**src/rtl/riscv_pkg.sv**
```systemverilog
// Shared RV32 front-end definitions: widths, the canonical NOP, major opcodes
// and the fetch FSM state encoding.
package riscv_pkg;

   localparam int unsigned XLEN      = 32;
   localparam logic [31:0] NOP_INSTR = 32'h0000_0013;
   localparam int unsigned OPCODE_W  = 7;

   localparam logic [6:0] OPC_LOAD   = 7'b0000011;
   localparam logic [6:0] OPC_STORE  = 7'b0100011;
   localparam logic [6:0] OPC_OP     = 7'b0110011;
   localparam logic [6:0] OPC_BRANCH = 7'b1100011;
   localparam logic [6:0] OPC_JAL    = 7'b1101111;
   localparam logic [6:0] OPC_OP_IMM = 7'b0010011;

   typedef enum logic [1:0] {
      IDLE  = 2'd0,
      REQ   = 2'd1,
      WAIT  = 2'd2,
      DRAIN = 2'd3
   } fetch_state_t;

endpackage

```
**src/rtl/fetch_fifo.sv**
```systemverilog
// Small power-of-two FIFO holding fetched {pc, instr} pairs; flush wins over
// push and pop in the same cycle.
module fetch_fifo #(
   parameter int unsigned DEPTH = 2,
   parameter int unsigned WIDTH = 64
) (
   input  logic                    clk,
   input  logic                    rst_n,
   input  logic                    flush_i,
   input  logic                    push_i,
   input  logic                    pop_i,
   input  logic [WIDTH-1:0]        data_i,
   output logic [WIDTH-1:0]        data_o,
   output logic [$clog2(DEPTH):0]  count_o
);

   localparam int unsigned PTR_W = $clog2(DEPTH);
   localparam int unsigned CNT_W = PTR_W + 1;

   logic [WIDTH-1:0] mem_q [DEPTH];
   logic [PTR_W-1:0] wr_ptr_q, wr_ptr_d;
   logic [PTR_W-1:0] rd_ptr_q, rd_ptr_d;
   logic [CNT_W-1:0] count_q, count_d;
   logic             wr_en_s;
   logic             rd_en_s;

   // Pointer/count update; push/pop gated on space/data so a misuse cannot corrupt state
   always_comb begin
      wr_ptr_d = wr_ptr_q;
      rd_ptr_d = rd_ptr_q;
      count_d  = count_q;
      wr_en_s  = 1'b0;
      rd_en_s  = 1'b0;
      if (flush_i) begin
         wr_ptr_d = {PTR_W{1'b0}};
         rd_ptr_d = {PTR_W{1'b0}};
         count_d  = {CNT_W{1'b0}};
      end else begin
         wr_en_s = push_i && (count_q != CNT_W'(DEPTH));
         rd_en_s = pop_i && (count_q != {CNT_W{1'b0}});
         if (wr_en_s) begin
            wr_ptr_d = wr_ptr_q + PTR_W'(1);
         end else begin
            wr_ptr_d = wr_ptr_q;
         end
         if (rd_en_s) begin
            rd_ptr_d = rd_ptr_q + PTR_W'(1);
         end else begin
            rd_ptr_d = rd_ptr_q;
         end
         case ({wr_en_s, rd_en_s})
            2'b10:   count_d = count_q + CNT_W'(1);
            2'b01:   count_d = count_q - CNT_W'(1);
            default: count_d = count_q;
         endcase
      end
   end

   // Pointer and occupancy registers
   always_ff @(posedge clk) begin
      if (!rst_n) begin
         wr_ptr_q <= {PTR_W{1'b0}};
         rd_ptr_q <= {PTR_W{1'b0}};
         count_q  <= {CNT_W{1'b0}};
      end else begin
         wr_ptr_q <= wr_ptr_d;
         rd_ptr_q <= rd_ptr_d;
         count_q  <= count_d;
      end
   end

   // Entry storage
   always_ff @(posedge clk) begin
      if (!rst_n) begin
         for (int i = 0; i < int'(DEPTH); i++) begin
            mem_q[i] <= {WIDTH{1'b0}};
         end
      end else if (wr_en_s) begin
         mem_q[wr_ptr_q] <= data_i;
      end
   end

   assign data_o  = mem_q[rd_ptr_q];
   assign count_o = count_q;

endmodule

```
**src/rtl/instr_fetch_unit.sv**
```systemverilog
// Fetch stage: PC generation, imem request/response FSM and a small buffer
// feeding decode. Redirects flush buffered and in-flight work.
module instr_fetch_unit #(
   parameter int unsigned     XLEN      = riscv_pkg::XLEN,
   parameter logic [XLEN-1:0] RESET_PC  = {XLEN{1'b0}},
   parameter int unsigned     BUF_DEPTH = 2
) (
   input  logic            clk,
   input  logic            rst_n,
   output logic            imem_req_valid,
   input  logic            imem_req_ready,
   output logic [XLEN-1:0] imem_addr,
   input  logic            imem_rsp_valid,
   input  logic [XLEN-1:0] imem_rsp_data,
   output logic            instr_valid,
   input  logic            instr_ready,
   output logic [XLEN-1:0] instr,
   output logic [XLEN-1:0] instr_pc,
   output logic [6:0]      opcode,
   input  logic            redirect_valid,
   input  logic [XLEN-1:0] redirect_pc
);

   import riscv_pkg::*;

   localparam int unsigned CNT_W = $clog2(BUF_DEPTH) + 1;

   fetch_state_t        state_q, state_d;
   logic [XLEN-1:0]     pc_q, pc_d;
   logic [XLEN-1:0]     fetch_pc_q, fetch_pc_d;

   logic                req_valid_s;
   logic                handshake_s;
   logic                push_s;
   logic                pop_s;
   logic                outstanding_s;
   logic [CNT_W-1:0]    count_s;
   logic [CNT_W:0]      in_flight_s;
   logic [CNT_W:0]      count_after_s;
   logic [2*XLEN-1:0]   head_s;
   logic                instr_valid_s;
   logic [XLEN-1:0]     instr_s;
   logic [XLEN-1:0]     instr_pc_s;

   fetch_fifo #(
      .DEPTH (BUF_DEPTH),
      .WIDTH (2*XLEN)
   ) u_fifo (
      .clk     (clk),
      .rst_n   (rst_n),
      .flush_i (redirect_valid),
      .push_i  (push_s),
      .pop_i   (pop_s),
      .data_i  ({fetch_pc_q, imem_rsp_data}),
      .data_o  (head_s),
      .count_o (count_s)
   );

   // An accepted request awaiting its response reserves a buffer slot
   assign outstanding_s = (state_q == WAIT);
   assign in_flight_s   = {1'b0, count_s} + {{CNT_W{1'b0}}, outstanding_s};
   assign count_after_s = {1'b0, count_s} + (CNT_W+1)'(1) - {{CNT_W{1'b0}}, pop_s};

   // State register
   always_ff @(posedge clk) begin
      if (!rst_n) begin
         state_q <= IDLE;
      end else begin
         state_q <= state_d;
      end
   end

   // Next-state logic; redirect takes priority in every state
   always_comb begin
      state_d = state_q;
      case (state_q)
         IDLE: begin
            if (redirect_valid) begin
               state_d = IDLE;
            end else if (in_flight_s < (CNT_W+1)'(BUF_DEPTH)) begin
               state_d = REQ;
            end else begin
               state_d = IDLE;
            end
         end
         REQ: begin
            if (redirect_valid) begin
               state_d = handshake_s ? DRAIN : IDLE;
            end else if (handshake_s) begin
               state_d = WAIT;
            end else begin
               state_d = REQ;
            end
         end
         WAIT: begin
            if (imem_rsp_valid) begin
               if (redirect_valid) begin
                  state_d = IDLE;
               end else if (count_after_s < (CNT_W+1)'(BUF_DEPTH)) begin
                  state_d = REQ;
               end else begin
                  state_d = IDLE;
               end
            end else if (redirect_valid) begin
               state_d = DRAIN;
            end else begin
               state_d = WAIT;
            end
         end
         DRAIN: begin
            // The stale response retires the drain even if a new redirect lands with it
            if (imem_rsp_valid) begin
               state_d = IDLE;
            end else begin
               state_d = DRAIN;
            end
         end
         default: state_d = IDLE;
      endcase
   end

   // FSM outputs and PC next-value selection
   always_comb begin
      req_valid_s = rst_n && (state_q == REQ);
      handshake_s = req_valid_s && imem_req_ready;
      push_s      = (state_q == WAIT) && imem_rsp_valid && !redirect_valid;
      pop_s       = instr_valid_s && instr_ready && !redirect_valid;
      if (redirect_valid) begin
         pc_d = {redirect_pc[XLEN-1:2], 2'b00};
      end else if (handshake_s) begin
         pc_d = pc_q + XLEN'(4);
      end else begin
         pc_d = pc_q;
      end
      if (handshake_s) begin
         fetch_pc_d = pc_q;
      end else begin
         fetch_pc_d = fetch_pc_q;
      end
   end

   // PC and in-flight address registers
   always_ff @(posedge clk) begin
      if (!rst_n) begin
         pc_q       <= RESET_PC;
         fetch_pc_q <= RESET_PC;
      end else begin
         pc_q       <= pc_d;
         fetch_pc_q <= fetch_pc_d;
      end
   end

   // Decode-side view of the buffer head, NOP/zero when empty
   always_comb begin
      instr_valid_s = rst_n && (count_s != {CNT_W{1'b0}});
      if (instr_valid_s) begin
         instr_s    = head_s[XLEN-1:0];
         instr_pc_s = head_s[2*XLEN-1:XLEN];
      end else begin
         instr_s    = XLEN'(NOP_INSTR);
         instr_pc_s = {XLEN{1'b0}};
      end
   end

   assign imem_req_valid = req_valid_s;
   assign imem_addr      = pc_q;
   assign instr_valid    = instr_valid_s;
   assign instr          = instr_s;
   assign instr_pc       = instr_pc_s;
   assign opcode         = instr_s[OPCODE_W-1:0];

endmodule
```
**config.mk**
```make
export PLATFORM = sky130hd
export DESIGN_NAME = instr_fetch_unit
export DESIGN_NICKNAME = d
export VERILOG_FILES = /design/src/rtl/riscv_pkg.sv /design/src/rtl/fetch_fifo.sv /design/src/rtl/instr_fetch_unit.sv
export SDC_FILE = /design/constraint.sdc
export NUM_CORES = 1
export LEC_CHECK = 0
export CORE_UTILIZATION = 40
export DETAILED_ROUTE_END_ITERATION = 12
export GPL_ROUTABILITY_DRIVEN = 0
export GPL_TIMING_DRIVEN = 0
export PLACE_DENSITY = 0.62
export SYNTH_ARGS = -nofsm -noshare
export SYNTH_HDL_FRONTEND = slang
export SYNTH_SLANG_ARGS = --single-unit
export TNS_END_PERCENT = 20
```
**constraint.sdc**
```tcl
create_clock -name clk -period 12.3 [get_ports clk]
set_input_delay 1.23 -clock clk [delete_from_list [all_inputs] [get_ports clk]]
set_output_delay 1.23 -clock clk [all_outputs]
set_load 0.01 [all_outputs]
```
==> impl_metrics.xml, run 1 <==
<?xml version="1.0" encoding="UTF-8"?>
<metrics>
  <group name="synthesis">
    <metric name="synth-adder-area-share" unit="%">0.423</metric>
    <metric name="synthesis.yosys.warnings" unit="">0</metric>
    <metric name="synthesis.instances" unit="">853</metric>
    <metric name="post_synthesis_xor_xnor_area_fraction" unit="%">0.395</metric>
    <metric name="proportion_of_netlist_area_held_by_the_largest_area_contributor" unit="%">41.9</metric>
    <metric name="synth_area_leader_cell" unit="">sky130_fd_sc_hd__edfxtp_1</metric>
    <metric name="synth_seq_cells" unit="">191</metric>
    <metric name="synth_top_family_by_area" unit="">simple AND/OR/NAND/NOR gates</metric>
    <metric name="muxShareOfSynthArea" unit="%">7.78</metric>
    <metric name="synth-main-ff-cell" unit="">sky130_fd_sc_hd__edfxtp_1</metric>
    <metric name="synthesis.area" unit="um2">8880</metric>
    <metric name="synth_simple_gate_area_share" unit="%">22.2</metric>
    <metric name="synth-edff-count" unit="">124</metric>
    <metric name="async_flop_share" unit="%">0</metric>
    <metric name="synth-compound-area-share" unit="%">8.16</metric>
    <metric name="yosysSeqAreaShare" unit="%">57.0</metric>
    <metric name="synth.top_cells.by_area" unit="">sky130_fd_sc_hd__edfxtp_1 42%, sky130_fd_sc_hd__dfxtp_1 15%, sky130_fd_sc_hd__and2_1 8.9%, sky130_fd_sc_hd__mux2i_1 7.8%, sky130_fd_sc_hd__nor2_1 4.2%</metric>
    <metric name="syn_avg_cell_area" unit="um2">10.4</metric>
    <metric name="synthDistinctLibCells" unit="">50</metric>
  </group>
  <group name="min_path">
    <metric name="min_path_type" unit="">flip-flop to flip-flop</metric>
    <metric name="worst_hold_path.num_cells" unit="">2</metric>
  </group>
  <group name="grt">
    <metric name="grt_start_max_net_pins" unit="">26</metric>
    <metric name="vias_in_the_first_global_route" unit="">6291</metric>
    <metric name="global_route.usage.total" unit="%">19.6</metric>
    <metric name="antenna_found_initial" unit="">0</metric>
    <metric name="gr-total-overflow" unit="">0</metric>
    <metric name="grt_pass1_wl" unit="um">33700</metric>
  </group>
  <group name="place">
    <metric name="dp.final_hpwl" unit="um">15600</metric>
    <metric name="placement.io_buffers" unit="">168</metric>
    <metric name="dpl_worst_slack" unit="ns">7.00</metric>
  </group>
  <group name="critical_path">
    <metric name="worst_setup_path_startpoint" unit="">rst_n</metric>
    <metric name="cp_data_arrival_time" unit="ns">3.99</metric>
    <metric name="critPathCapture" unit="">opcode[4]</metric>
    <metric name="timing.reg2reg.worst_path_depth" unit="">12</metric>
    <metric name="timing.rr.start" unit="">state_q[1]</metric>
    <metric name="path_depth" unit="">8</metric>
    <metric name="timing.critical_path.buf_inv" unit="">6</metric>
    <metric name="crit-reg2reg-capture" unit="">imem_addr[2]</metric>
    <metric name="worst-path-max-fanout" unit="">10</metric>
    <metric name="timing.critical_path.max_delay_family" unit="">buffers and inverters</metric>
    <metric name="cpMaxStageDelayCell" unit="">sky130_fd_sc_hd__clkdlybuf4s50_1</metric>
    <metric name="required" unit="ns">11.07</metric>
    <metric name="endpoint_kind" unit="">primary output</metric>
    <metric name="worstPathCellList" unit="">clkdlybuf4s50_1, clkbuf_1, o21ai_1, clkbuf_1, inv_1, nand2_1, buf_4, clkdlybuf4s50_1</metric>
    <metric name="timing.critical_path.slowest_cell_delay" unit="ns">0.62</metric>
    <metric name="setup.worst_path.class" unit="">input pin to primary output</metric>
    <metric name="timing.critical_path.from_type" unit="">input pin</metric>
    <metric name="ff2ff_setup_slack" unit="ns">8.87</metric>
  </group>
  <group name="timing">
    <metric name="rsz0062_at_grt" unit="">no</metric>
    <metric name="number_of_failing_hold_endpoints_at_the_final_stage" unit="">0</metric>
    <metric name="max_freq" unit="MHz">191</metric>
    <metric name="drv_slew" unit="">0</metric>
    <metric name="fin_tns_setup" unit="ns">0</metric>
    <metric name="max_slew.worst_pin.slew" unit="ns">1.11</metric>
    <metric name="finalClockSkew" unit="ns">0.0111</metric>
    <metric name="final_setup_vio_count" unit="">0</metric>
    <metric name="timing.final.crit_share" unit="%">42.5</metric>
    <metric name="timing.final.ws_setup" unit="ns">7.08</metric>
    <metric name="slew-limit-headroom" unit="%">25.7</metric>
    <metric name="min_period" unit="ns">5.22</metric>
  </group>
  <group name="routing">
    <metric name="wirelength" unit="um">21800</metric>
    <metric name="initialDrtViolationCount" unit="">428</metric>
    <metric name="vias" unit="">6788</metric>
    <metric name="detailedRoute.firstPassIterationCount" unit="">5</metric>
    <metric name="vias_per_cell" unit="">5.07</metric>
    <metric name="met3RoutedLength" unit="um">1490</metric>
    <metric name="residual_drc" unit="">0</metric>
    <metric name="drtAntennaViolNets" unit="">0</metric>
    <metric name="wl_met2" unit="um">10100</metric>
    <metric name="wirelength_met1" unit="um">9960</metric>
    <metric name="wl_per_cell" unit="um">16.3</metric>
    <metric name="routed.top_layer" unit="">met4</metric>
  </group>
  <group name="clock_tree">
    <metric name="htree_levels" unit="">4</metric>
    <metric name="clkTransAtPathRegs" unit="ns">0.07</metric>
    <metric name="clk_root_buffer_cell" unit="">sky130_fd_sc_hd__clkbuf_16</metric>
    <metric name="clkLatencyLatePin" unit="ns">0.43</metric>
    <metric name="number_of_clock_sinks_seen_by_cts" unit="">191</metric>
    <metric name="ctsResizeCount" unit="">0</metric>
    <metric name="cts_hold_repair_buffers" unit="">0</metric>
    <metric name="cts_tree" unit="">built</metric>
    <metric name="cts_inserted_buffers" unit="">17</metric>
    <metric name="post_cts_buffers" unit="">0</metric>
    <metric name="cts-root-to-sink-buffers" unit="">2</metric>
  </group>
  <group name="cells_and_area">
    <metric name="final_common_cell" unit="">sky130_fd_sc_hd__clkdlybuf4s50_1</metric>
    <metric name="sequential_cell_area" unit="um2">5060</metric>
    <metric name="nets" unit="">1120</metric>
    <metric name="insertedDiodeCount" unit="">0</metric>
    <metric name="fill_cells" unit="">1980</metric>
    <metric name="layout_common_cells" unit="">168 x sky130_fd_sc_hd__clkdlybuf4s50_1, 127 x sky130_fd_sc_hd__and2_1, 124 x sky130_fd_sc_hd__edfxtp_1</metric>
    <metric name="layout_cell_share_with_drive_strength_beyond_1" unit="%">5.57</metric>
    <metric name="multi_input_area" unit="um2">3490</metric>
    <metric name="area.growth.synth_to_final" unit="%">30.3</metric>
  </group>
  <group name="power_and_ir_drop">
    <metric name="cellLeakagePower" unit="nW">3.94</metric>
    <metric name="vdd_ir_drop_max" unit="V">0.0000811</metric>
    <metric name="power_density" unit="nW/um2">114</metric>
  </group>
  <group name="die">
    <metric name="rows" unit="">54</metric>
    <metric name="initial_core_utilization" unit="%">40.7</metric>
    <metric name="fp.dieW" unit="um">151</metric>
    <metric name="die-height" unit="um">151</metric>
    <metric name="floorplan.core_area" unit="um2">21800</metric>
    <metric name="floorplan.die_area" unit="um2">22800</metric>
    <metric name="io-pin-count" unit="">175</metric>
  </group>
  <group name="outcome">
    <metric name="run_status" unit="">complete, no violations</metric>
  </group>
  <group name="run">
    <metric name="maxCapViolCount" unit="">0</metric>
  </group>
</metrics>
-- per-layer routing --
| metal | up-vias | global-route usage (%) |
|---|---|---|
| li1 | 3355 | - |
| met2 | 260 | 31.3 |
| met5 | - | 0 |
| met4 | 0 | 6.30 |
| met1 | 3148 | 26.7 |
| met3 | 25 | 3.86 |
-- synth_stat cells, types with 3 or more instances --
master and instances:
sky130_fd_sc_hd__a21oi_1 49, sky130_fd_sc_hd__a22oi_1 9, sky130_fd_sc_hd__nor3_1 11, sky130_fd_sc_hd__nand3_1 18, sky130_fd_sc_hd__or3_1 5, sky130_fd_sc_hd__a32o_1 3, sky130_fd_sc_hd__nand2_1 94, sky130_fd_sc_hd__clkbuf_1 48
sky130_fd_sc_hd__inv_1 10, sky130_fd_sc_hd__and4_1 4, sky130_fd_sc_hd__nor4_1 3, sky130_fd_sc_hd__nor2_1 99, sky130_fd_sc_hd__edfxtp_1 124, sky130_fd_sc_hd__dfxtp_1 67, sky130_fd_sc_hd__ha_1 3, sky130_fd_sc_hd__o22ai_1 9
sky130_fd_sc_hd__nor4_4 3, sky130_fd_sc_hd__and2_1 127, sky130_fd_sc_hd__mux2i_1 69, sky130_fd_sc_hd__a31oi_1 5, sky130_fd_sc_hd__nand4_1 8, sky130_fd_sc_hd__or4_1 3, sky130_fd_sc_hd__buf_4 11, sky130_fd_sc_hd__buf_1 9
sky130_fd_sc_hd__xnor2_1 3, sky130_fd_sc_hd__o2111ai_1 3, sky130_fd_sc_hd__a22o_1 4, sky130_fd_sc_hd__o21ai_0 18, sky130_fd_sc_hd__and3_1 6
-- flip-flops by register name, summed over array words and instances, names as in the netlist, named ones only --
| signal | flops |
|---|---|
| u_fifo.count_o | 2 |
| state_q | 2 |
| imem_addr | 30 |
| u_fifo.wr_ptr_q | 1 |
| u_fifo.rd_ptr_q | 1 |
| fetch_pc_q | 30 |
| u_fifo.mem_q | 124 |
-- worst min-delay path by stage --
stage,end,slack [ns],start
final,fetch_pc_q[23],0.46,fetch_pc_q[23]
after detailed placement,fetch_pc_q[23],0.45,fetch_pc_q[23]
after CTS,fetch_pc_q[23],0.46,fetch_pc_q[23]
after floorplan,fetch_pc_q[10],0.44,fetch_pc_q[10]
after global routing,fetch_pc_q[15],0.48,fetch_pc_q[15]
after global placement,fetch_pc_q[18],0.45,fetch_pc_q[18]
-- per-stage QoR --
stage,cell area (um2),hold slack [ns],std cells,total power (W),utilization [%]
6_report,11600,0.459,1339,0.00132,53.0
5_1_grt,11600,0.478,1339,0.00137,53.0
4_1_cts,11600,0.464,1339,0.00133,53.0
3_5_place_dp,11000,0.455,1308,0.000833,50.6
3_3_place_gp,10900,0.449,1304,0.000834,50.1
2_1_floorplan,8890,0.440,856,0.000775,-
-- power breakdown --
part	total [W]	internal, W	switching, W
clock	0.000504	0.000261	0.000243
sequential	0.000719	0.000702	0.0000172
combinational	0.000101	0.0000494	0.0000515
-- tightest hold or removal path: stages (launching register included) --
cell and delay, ns:
sky130_fd_sc_hd__dfxtp_1 0.31, sky130_fd_sc_hd__nand2_1 0.05, sky130_fd_sc_hd__a21oi_1 0.05
-- cell type report --
cell class              count  area share [%]
flip-flops and latches    191            43.8
inverters                  10           0.325
multi-input cells         584            30.2
clock inverters            14           0.941
plain buffers              71            2.75
well taps                 280            3.03
repair buffers            172            15.3
clock buffers              17            3.68
-- cells by family (layout without fill, tap and decap cells) --
logic type	after synthesis	count (layout)
buffers and inverters	81	284
other	1	4
multiplexers	69	69
XOR/XNOR	4	4
AO/OA/AOI/OAI	117	117
adder cells (fa/ha/maj)	3	3
flip-flops	191	191
AND/OR/NAND/NOR	387	387
Note: power is estimated with default switching activity, not from simulation.
==> run 2: changes to the inputs <==
--- a/config.mk
+++ b/config.mk
@@ -9,7 +9,7 @@
 export DETAILED_ROUTE_END_ITERATION = 12
 export GPL_ROUTABILITY_DRIVEN = 0
 export GPL_TIMING_DRIVEN = 0
-export PLACE_DENSITY = 0.62
+export PLACE_DENSITY = 0.65
 export SYNTH_ARGS = -nofsm -noshare
 export SYNTH_HDL_FRONTEND = slang
 export SYNTH_SLANG_ARGS = --single-unit
==> constraint.sdc (replaced) <==
create_clock -name clk -period 4.41 [get_ports clk]
set_input_delay 0.441 -clock clk [delete_from_list [all_inputs] [get_ports clk]]
set_output_delay 0.441 -clock clk [all_outputs]
set_load 0.01 [all_outputs]
==> impl_metrics.xml, run 2 (same netlist as run 1, synthesis figures left out) <==
<?xml version="1.0" encoding="UTF-8"?>
<metrics>
  <group name="clock_tree">
    <metric name="clkTransAtPathRegs" unit="ns">0.07</metric>
    <metric name="cts_hold_repair_buffers" unit="">0</metric>
    <metric name="post_cts_buffers" unit="">0</metric>
    <metric name="cts_tree" unit="">built</metric>
    <metric name="cts-root-to-sink-buffers" unit="">2</metric>
    <metric name="cts_inserted_buffers" unit="">17</metric>
    <metric name="ctsResizeCount" unit="">0</metric>
    <metric name="htree_levels" unit="">4</metric>
    <metric name="clk_root_buffer_cell" unit="">sky130_fd_sc_hd__clkbuf_16</metric>
    <metric name="clkLatencyLatePin" unit="ns">0.42</metric>
    <metric name="number_of_clock_sinks_seen_by_cts" unit="">191</metric>
  </group>
  <group name="timing">
    <metric name="fin_tns_setup" unit="ns">0</metric>
    <metric name="number_of_failing_hold_endpoints_at_the_final_stage" unit="">0</metric>
    <metric name="timing.final.ws_setup" unit="ns">0.702</metric>
    <metric name="max_freq" unit="MHz">270</metric>
    <metric name="drv_slew" unit="">0</metric>
    <metric name="finalClockSkew" unit="ns">0.0113</metric>
    <metric name="max_slew.worst_pin.slew" unit="ns">1.07</metric>
    <metric name="slew-limit-headroom" unit="%">27.9</metric>
    <metric name="min_period" unit="ns">3.71</metric>
    <metric name="final_setup_vio_count" unit="">0</metric>
    <metric name="rsz0062_at_grt" unit="">no</metric>
    <metric name="timing.final.crit_share" unit="%">84.1</metric>
  </group>
  <group name="cells_and_area">
    <metric name="fill_cells" unit="">1993</metric>
    <metric name="registers.top_by_ff_count" unit="">u_fifo.mem_q</metric>
    <metric name="layout_cell_share_with_drive_strength_beyond_1" unit="%">5.66</metric>
    <metric name="final_common_cell" unit="">sky130_fd_sc_hd__clkdlybuf4s50_1</metric>
    <metric name="area.growth.synth_to_final" unit="%">31.6</metric>
    <metric name="insertedDiodeCount" unit="">0</metric>
    <metric name="largest_register_ffs" unit="">124</metric>
    <metric name="layout_common_cells" unit="">168 x sky130_fd_sc_hd__clkdlybuf4s50_1, 127 x sky130_fd_sc_hd__and2_1, 124 x sky130_fd_sc_hd__edfxtp_1</metric>
    <metric name="nets" unit="">1121</metric>
  </group>
  <group name="grt">
    <metric name="antenna_found_initial" unit="">0</metric>
    <metric name="vias_in_the_first_global_route" unit="">6509</metric>
    <metric name="grt_start_max_net_pins" unit="">27</metric>
    <metric name="grt_pass1_wl" unit="um">33800</metric>
    <metric name="gr-total-overflow" unit="">0</metric>
    <metric name="global_route.usage.total" unit="%">19.5</metric>
  </group>
  <group name="die">
    <metric name="floorplan.die_area" unit="um2">22800</metric>
    <metric name="rows" unit="">54</metric>
    <metric name="io-pin-count" unit="">175</metric>
    <metric name="die-height" unit="um">151</metric>
    <metric name="fp.dieW" unit="um">151</metric>
    <metric name="floorplan.core_area" unit="um2">21800</metric>
    <metric name="initial_core_utilization" unit="%">40.7</metric>
  </group>
  <group name="critical_path">
    <metric name="endpoint_kind" unit="">flip-flop</metric>
    <metric name="worst-path-max-fanout" unit="">10</metric>
    <metric name="setup.worst_path.class" unit="">input pin to flip-flop</metric>
    <metric name="cp_data_arrival_time" unit="ns">4.05</metric>
    <metric name="timing.critical_path.from_type" unit="">input pin</metric>
    <metric name="required" unit="ns">4.76</metric>
  </group>
  <group name="routing">
    <metric name="wl_per_cell" unit="um">16.1</metric>
    <metric name="detailedRoute.firstPassIterationCount" unit="">6</metric>
    <metric name="wirelength" unit="um">21500</metric>
    <metric name="vias_per_cell" unit="">5.09</metric>
    <metric name="vias" unit="">6830</metric>
    <metric name="initialDrtViolationCount" unit="">348</metric>
    <metric name="drtAntennaViolNets" unit="">0</metric>
    <metric name="residual_drc" unit="">0</metric>
  </group>
  <group name="run">
    <metric name="maxCapViolCount" unit="">0</metric>
  </group>
  <group name="outcome">
    <metric name="run_status" unit="">complete, no violations</metric>
  </group>
  <group name="place">
    <metric name="placement.io_buffers" unit="">168</metric>
    <metric name="dpl_worst_slack" unit="ns">0.362</metric>
    <metric name="dp.final_hpwl" unit="um">15600</metric>
  </group>
  <group name="power_and_ir_drop">
    <metric name="cellLeakagePower" unit="nW">4.00</metric>
    <metric name="power_density" unit="nW/um2">332</metric>
    <metric name="vdd_ir_drop_max" unit="V">0.000230</metric>
    <metric name="total_power" unit="W">0.00388</metric>
  </group>
  <group name="min_path">
    <metric name="min_path_type" unit="">flip-flop to flip-flop</metric>
  </group>
</metrics>
==> run 2: changes by cell type in the layout (fill, tap and decap cells not counted) <==
cell | before | now
sky130_fd_sc_hd__buf_12 | 3 | 1
sky130_fd_sc_hd__buf_16 | 1 | 4
sky130_fd_sc_hd__bufinv_16 | 0 | 3
sky130_fd_sc_hd__clkinv_1 | 1 | 2
sky130_fd_sc_hd__clkinv_2 | 2 | 1
sky130_fd_sc_hd__clkinv_4 | 2 | 3
sky130_fd_sc_hd__clkinvlp_4 | 3 | 1
sky130_fd_sc_hd__inv_6 | 5 | 3
sky130_fd_sc_hd__inv_8 | 1 | 2
==> run 2: critical path: stages <==
cell and delay, ns:
sky130_fd_sc_hd__clkdlybuf4s50_1 0.55, sky130_fd_sc_hd__nand2_1 0.11, sky130_fd_sc_hd__nor2_1 0.07, sky130_fd_sc_hd__and2_1 0.19, sky130_fd_sc_hd__clkbuf_1 0.16, sky130_fd_sc_hd__inv_1 0.14, sky130_fd_sc_hd__clkbuf_1 0.37, sky130_fd_sc_hd__ha_1 0.22
sky130_fd_sc_hd__clkbuf_1 0.33, sky130_fd_sc_hd__clkbuf_1 0.51, sky130_fd_sc_hd__buf_1 0.57, sky130_fd_sc_hd__o21ai_0 0.20, sky130_fd_sc_hd__a21oi_1 0.17
==> run 2: layer usage <==
metal  wire length, um  track usage, %  share of wire [%]  up-vias
met5                 0               0                  0        -
met3              1620            4.28                7.5       28
li1                  -               -                  -     3359
met1              9600            25.8                 45     3148
met4               335            5.65                1.6        0
met2              9970            32.0                 46      295
==> run 2: through the flow <==
stage | hold slack, ns | instances | util, % | area, um2
after floorplan | 0.440 | 856 | - | 8890
after global placement | 0.448 | 1304 | 50.1 | 10900
after detailed placement | 0.455 | 1309 | 50.8 | 11100
after CTS | 0.465 | 1341 | 53.5 | 11700
after global routing | 0.485 | 1341 | 53.5 | 11700
final | 0.461 | 1341 | 53.5 | 11700
==> run 2: final cells by class <==
cell class              count  area (um2)  area share, %
inverters                  10        37.5          0.321
clock buffers              17         425           3.64
multi-input cells         584        3490           29.9
flip-flops and latches    191        5060           43.3
clock inverters            15         185           1.58
well taps                 280         350           3.00
plain buffers              71         318           2.72
repair buffers            173        1810           15.5
==> run 2: worst paths after layout <==
kind	depth (start not counted)	slack (ns)	from	to
worst max-delay path	13	0.70	rst_n	imem_addr[18]
worst min-delay path	2	0.46	fetch_pc_q[6]	fetch_pc_q[6]
worst max register to register	11	0.96	state_q[1]	imem_addr[18]
worst min register to register	2	0.46	fetch_pc_q[6]	fetch_pc_q[6]
==> run 2: where the power goes <==
part           internal [W]  leakage (nW)  switching [W]
clock network      0.000904         0.297       0.000681
logic              0.000142          1.88       0.000144
registers           0.00196          1.83      0.0000470
